**config.mk**
```make
export PLATFORM = sky130hd
export DESIGN_NAME = gray_fifo_drain
export DESIGN_NICKNAME = d
export VERILOG_FILES = /design/src/rtl/gray_fifo_drain.sv
export SDC_FILE = /design/constraint.sdc
export NUM_CORES = 1
export LEC_CHECK = 0
export CAP_MARGIN = 20
export CELL_PAD_IN_SITES_DETAIL_PLACEMENT = 0
export CELL_PAD_IN_SITES_GLOBAL_PLACEMENT = 1
export CORE_MARGIN = 2
export CORE_UTILIZATION = 30
export CTS_CLUSTER_DIAMETER = 150
export DETAILED_ROUTE_END_ITERATION = 10
export GPL_ROUTABILITY_DRIVEN = 0
export PLACE_DENSITY = 0.81
export SLEW_MARGIN = 20
export SYNTH_ARGS = -nofsm -noshare
export SYNTH_HDL_FRONTEND = slang
export SYNTH_SLANG_ARGS = --single-unit
export TNS_END_PERCENT = 10
```
**constraint.sdc**
```tcl
create_clock -name clk -period 1.5 [get_ports clk]
set_input_delay 0.15 -clock clk [delete_from_list [all_inputs] [get_ports clk]]
set_output_delay 0.15 -clock clk [all_outputs]
set_load 0.05 [all_outputs]
```
**src/rtl/gray_fifo_drain.sv**
```systemverilog
// gray_fifo_drain: bus master that drains a Gray-coded FIFO peripheral.
// Polls CTL_STAT (addr 3), pops words from addr 0 while the FIFO is
// non-empty, decodes them to binary and presents them on a valid/ready
// stream. Overflow/underflow status or an error response sets a sticky err.
// Optional feature: define GRAY_FIFO_DRAIN_CNT_EN to add a 16-bit
// drain_cnt output counting delivered words.
// DATA_W must be at least 4 so the CTL_STAT flag bits exist.
//
// Stream handshake: m_data is valid while m_valid=1 and stays stable until
// the cycle where m_valid&m_ready are both high; that cycle transfers the
// word and m_valid drops on the following cycle.
module gray_fifo_drain #(
  parameter int DATA_W   = 8,
  parameter int POLL_GAP = 4,
  parameter int RD_LAT   = 1
) (
  input  logic              clk,
  input  logic              rst_n,
  input  logic              run,
  output logic              p_enable,
  output logic [1:0]        p_addr,
  output logic              p_write,
  output logic              p_read,
  output logic [DATA_W-1:0] p_wdata,
  input  logic [DATA_W-1:0] p_rdata,
  input  logic              p_resp,
  output logic [DATA_W-1:0] m_data,
  output logic              m_valid,
  input  logic              m_ready,
  output logic              busy,
  output logic              err,
  input  logic              err_clr
`ifdef GRAY_FIFO_DRAIN_CNT_EN
  ,
  output logic [15:0]       drain_cnt
`endif
);

  typedef enum logic [2:0] {
    S_IDLE = 3'd0,
    S_POLL = 3'd1,
    S_GAP  = 3'd2,
    S_POP  = 3'd3,
    S_WAIT = 3'd4,
    S_OUT  = 3'd5
  } state_e;

  localparam logic [1:0] ADDR_DATA = 2'd0;
  localparam logic [1:0] ADDR_STAT = 2'd3;
  localparam logic [7:0] GAP_INIT  = 8'(POLL_GAP);
  localparam logic [1:0] LAT_INIT  = 2'(RD_LAT);

  state_e              state_q, state_d;
  logic [7:0]          gap_q, gap_d;
  logic [1:0]          lat_q, lat_d;
  logic [DATA_W-1:0]   cap_q, cap_d;
  logic                m_valid_q, m_valid_d;
  logic                err_q, err_d;
  logic                err_set;
  logic                p_enable_q, p_enable_d;
  logic [1:0]          p_addr_q, p_addr_d;
  logic                p_read_q, p_read_d;
`ifdef GRAY_FIFO_DRAIN_CNT_EN
  logic [15:0]         cnt_q, cnt_d;
`endif

  // Gray to binary: each binary bit is the XOR of itself and all higher Gray bits.
  function automatic logic [DATA_W-1:0] gray2bin(input logic [DATA_W-1:0] g);
    logic [DATA_W-1:0] b;
    b = '0;
    b[DATA_W-1] = g[DATA_W-1];
    for (int i = DATA_W - 2; i >= 0; i--) begin
      b[i] = b[i+1] ^ g[i];
    end
    return b;
  endfunction

  // Next-state logic. The gap and latency counters reach 0 on the edge that
  // leaves GAP/WAIT, so a counter loaded with N keeps the FSM there N cycles.
  always_comb begin
    state_d   = state_q;
    gap_d     = gap_q;
    lat_d     = lat_q;
    cap_d     = cap_q;
    m_valid_d = m_valid_q;
    err_set   = 1'b0;
    case (state_q)
      S_IDLE: begin
        if (run) state_d = S_POLL;
      end
      S_POLL: begin
        // Status is sampled in the access cycle itself.
        if (p_rdata[2] || p_rdata[3] || p_resp) err_set = 1'b1;
        if (!p_rdata[0]) begin
          state_d = S_POP;
        end else if (POLL_GAP == 0) begin
          state_d = S_POLL;
        end else begin
          state_d = S_GAP;
          gap_d   = GAP_INIT;
        end
      end
      S_GAP: begin
        if (gap_q <= 8'd1) begin
          gap_d   = 8'd0;
          state_d = run ? S_POLL : S_IDLE;
        end else begin
          gap_d = gap_q - 8'd1;
        end
      end
      S_POP: begin
        if (RD_LAT == 0) begin
          cap_d     = p_rdata;
          m_valid_d = 1'b1;
          state_d   = S_OUT;
        end else begin
          lat_d   = LAT_INIT;
          state_d = S_WAIT;
        end
      end
      S_WAIT: begin
        if (lat_q <= 2'd1) begin
          lat_d     = 2'd0;
          cap_d     = p_rdata;
          m_valid_d = 1'b1;
          state_d   = S_OUT;
        end else begin
          lat_d = lat_q - 2'd1;
        end
      end
      S_OUT: begin
        // No bus traffic here: holding in OUT back-pressures the FIFO.
        if (m_ready) begin
          m_valid_d = 1'b0;
          state_d   = run ? S_POLL : S_IDLE;
        end
      end
      default: state_d = S_IDLE;
    endcase

    // A new error in the same cycle as a clear must not be lost.
    if (err_set)      err_d = 1'b1;
    else if (err_clr) err_d = 1'b0;
    else              err_d = err_q;

    // Bus outputs are registered, so they are derived from the next state.
    p_enable_d = (state_d == S_POLL) || (state_d == S_POP);
    p_addr_d   = (state_d == S_POLL) ? ADDR_STAT : ADDR_DATA;
    p_read_d   = p_enable_d;

`ifdef GRAY_FIFO_DRAIN_CNT_EN
    if (err_clr)                   cnt_d = 16'd0;
    else if (m_valid_q && m_ready) cnt_d = cnt_q + 16'd1;
    else                           cnt_d = cnt_q;
`endif
  end

  // State and registered outputs; reset drops any undelivered word.
  always_ff @(posedge clk or negedge rst_n) begin
    if (!rst_n) begin
      state_q    <= S_IDLE;
      gap_q      <= 8'd0;
      lat_q      <= 2'd0;
      cap_q      <= '0;
      m_valid_q  <= 1'b0;
      err_q      <= 1'b0;
      p_enable_q <= 1'b0;
      p_addr_q   <= 2'd0;
      p_read_q   <= 1'b0;
`ifdef GRAY_FIFO_DRAIN_CNT_EN
      cnt_q      <= 16'd0;
`endif
    end else begin
      state_q    <= state_d;
      gap_q      <= gap_d;
      lat_q      <= lat_d;
      cap_q      <= cap_d;
      m_valid_q  <= m_valid_d;
      err_q      <= err_d;
      p_enable_q <= p_enable_d;
      p_addr_q   <= p_addr_d;
      p_read_q   <= p_read_d;
`ifdef GRAY_FIFO_DRAIN_CNT_EN
      cnt_q      <= cnt_d;
`endif
    end
  end

  assign p_enable = p_enable_q;
  assign p_addr   = p_addr_q;
  assign p_read   = p_read_q;
  assign p_write  = 1'b0;
  assign p_wdata  = '0;
  assign m_data   = gray2bin(cap_q);
  assign m_valid  = m_valid_q;
  assign busy     = (state_q != S_IDLE);
  assign err      = err_q;
`ifdef GRAY_FIFO_DRAIN_CNT_EN
  assign drain_cnt = cnt_q;
`endif

endmodule

```
==> metrics.txt <==
status=finished, violations left; violated checks=setup timing; register area=628 µm²; GRT Total Usage=11.9%; Row Count=24; die area=5200 µm²; minimum clock period=2.12 ns; crit path DAT=1.97 ns; share of cells above drive strength 1=40.6%; Reg2Reg Launch Point=gap_q[5]; FILL cells=416; Initial Util=31.5%; synth warn=0; DRC violations left=0; setup violators final=12; via-per-instance ratio=4.57; clk sinks=25; Tcrit/Tclk final=141%; vias in the first global route=1110; Adder-Cell Fraction of Synth Area=1.80%; cell area after synthesis=1390 µm²; hold buffers post-CTS=0; Final Worst Setup Slack=-0.615 ns; CTS Buf Count=3; port buffer count=28; design area=2070 µm²; CP Launch Type=register; diodes inserted=0; height of the die=72.1 µm; Finished Layout Cells=244; mux contribution to synthesized area=6.47%; largest family of logic cells by synthesized area=simple AND/OR/NAND/NOR gates; Pins Over Slew Limit=0; Distinct cells, synth=34; CTS max path bufs=2; pin count of the biggest net entering global routing=26; Setup WS pre-CTS=-0.419 ns; Multi-input gate area=734 µm²; Max Clk Rate=473 MHz; simple-gate area share of the yosys netlist=14.2%; first-pass GRT wire length=4930 µm; clock latency on the worst-skew pair=0.27 ns; Layout Nets=209; DRT iter0 DRCs=65; Detail Route Antenna Nets=0; flops & latches, synth=25; xor-xnor portion of the synthesized cell area=8.89%; placed cell count=239; skew final=0.00319 ns; Syn-to-layout area delta=49.0%; cell accounting for the most synthesized area=dfrtp_1; placed inst area=1940 µm²; DR vias=1116; FF-to-FF setup slack=-0.10 ns; r2r endpoint=gap_q[7]; final-report hold violation count=0; Reg2Reg Depth=6; CP Class=reg2out; post-synthesis sequential area ratio=44.9%; compound-cell area share of the yosys netlist=13.0%; final wirelength=2850 µm; area share of the largest cell type after synthesis=44.9%; critical path peak fanout=2; Setup crit end kind=primary output; hold crit path type=in2async; Core ar.=4410 µm²; CTS tree=done; remaining global-route overflow=0; Gate Count Post-Synth=140; Root Buffer=clkbuf_8; Die Wd=72.1 µm; drt pass-1 iters=2; synth top area cells=dfrtp_1 (45%), buf_4 (7.0%), mux2_2 (6.5%); HPWL Detailed=2090 µm; number of antenna violations at the first check in global routing=0; H-tree depth=1; setup_tns=-2.83 ns; syn avg cell area=9.95 µm²; WL/cell=11.7 µm; RSZ-0062 raised after global routing=true; max_cap viols=0; Worst-path clk slew=0.09 ns; IO Count=38; CP required=1.35 ns
==> cells in the mapped netlist <==
cell type and count:
dfrtp_1 25, nor2_1 14, buf_4 13, o21ai_1 10, inv_1 9, mux2_2 8, nand2_1 7, a21oi_1 6
nand2b_1 5, nor3_1 5, o21ai_0 5, xor2_1 4, buf_2 2, ha_1 2, nor3b_1 2, o31ai_1 2
or3_1 2, xnor2_1 2, xor2_2 2, a2bb2oi_1 1, and2_1 1, clkbuf_1 1, conb_1 1, nand3b_1 1
nor3_2 1, o211ai_1 1, o21ai_2 1, o22a_1 1, o22ai_1 1, o2bb2ai_1 1, o31ai_2 1, or3_4 1
xnor2_2 1, xnor3_1 1
==> state kept, by name (all words and copies together) (netlist names) <==
signal   count
gap_q        8
p_read       1
state_q      3
lat_q        2
p_addr       1
m_valid      1
cap_q        8
err          1
==> layer usage <==
layer	vias to the layer above	global-route usage (%)	part of all wire [%]
met2	24	19.9	50
met3	2	3.06	4.1
met1	536	15.5	45
li1	554	-	-
met5	-	0	0
met4	0	2.52	0.42
==> metrics by stage <==
stage,hold WS [ns],utilization (%)
floorplan,-0.146,-
global placement,0.517,44.0
detailed placement,0.522,44.0
CTS,0.252,46.4
global route,0.255,47.0
finish,0.241,47.0
==> area by class of cell <==
type | instances | share of cell area, %
clock buffers | 3 | 1.99
inverters | 9 | 1.63
clock inverters | 1 | 0.241
repair buffers | 56 | 27.3
flip-flops and latches | 25 | 30.3
well taps | 52 | 3.14
multi-input cells | 98 | 35.4
==> worst max-delay path: stages (launching register included) <==
cell and delay [ns]:
dfrtp_2 0.45, xor2_4 0.20, xnor2_2 0.19, xor2_2 0.23, xor2_2 0.17, xnor3_2 0.29
buf_12 0.16
==> worst max path at each step <==
stage	startpoint	end	slack, ns	depth (start not counted)
3_3_place_gp	cap_q[6]	m_data[0]	-0.40	6
2_1_floorplan	cap_q[6]	m_data[0]	-0.62	5
4_1_cts	cap_q[6]	m_data[0]	-0.65	6
6_report	cap_q[6]	m_data[0]	-0.62	6
3_5_place_dp	cap_q[6]	m_data[0]	-0.42	6
5_1_grt	cap_q[6]	m_data[0]	-0.74	6
==> cells by family after synthesis <==
logic type                 Yosys count
AOI/OAI and AO/OA                   30
xor gates and xnor gates            10
adders and majority gates            2
buffers and inverters               25
DFF                                 25
muxes                                8
other                                1
and+or+nand+nor                     39
==> placed cells by master (no fill, tap or decap), types with 2 or more instances in the layout <==
cell type        count
inv_2                2
xor2_2               2
mux2_2               8
clkdlybuf4s50_1     13
nand2_1              7
buf_6                5
dfrtp_2              2
xor2_1               3
o21ai_0              5
nor3_1               4
buf_12               7
or3_4                3
nor2_1              13
o31ai_1              2
a21oi_1              6
xnor2_2              3
o21ai_1              8
inv_1                7
nor3b_1              2
conb_1               9
nand2b_1             5
dfrtp_1             23
clkbuf_8             3
o21ai_2              3
buf_4               30
nor3_2               2
==> what timing repair did <==
item | in CTS | in global routing
setup buffers | 1 | 0
setup endpoints to repair | 17 | 24
hold endpoints to repair | 0 | 0
gates resized for setup | 14 | 7
pin swaps | 2 | 3
Power is not shown: default switching activity piles up to over one toggle a cycle in this logic, so the estimate is an artifact.
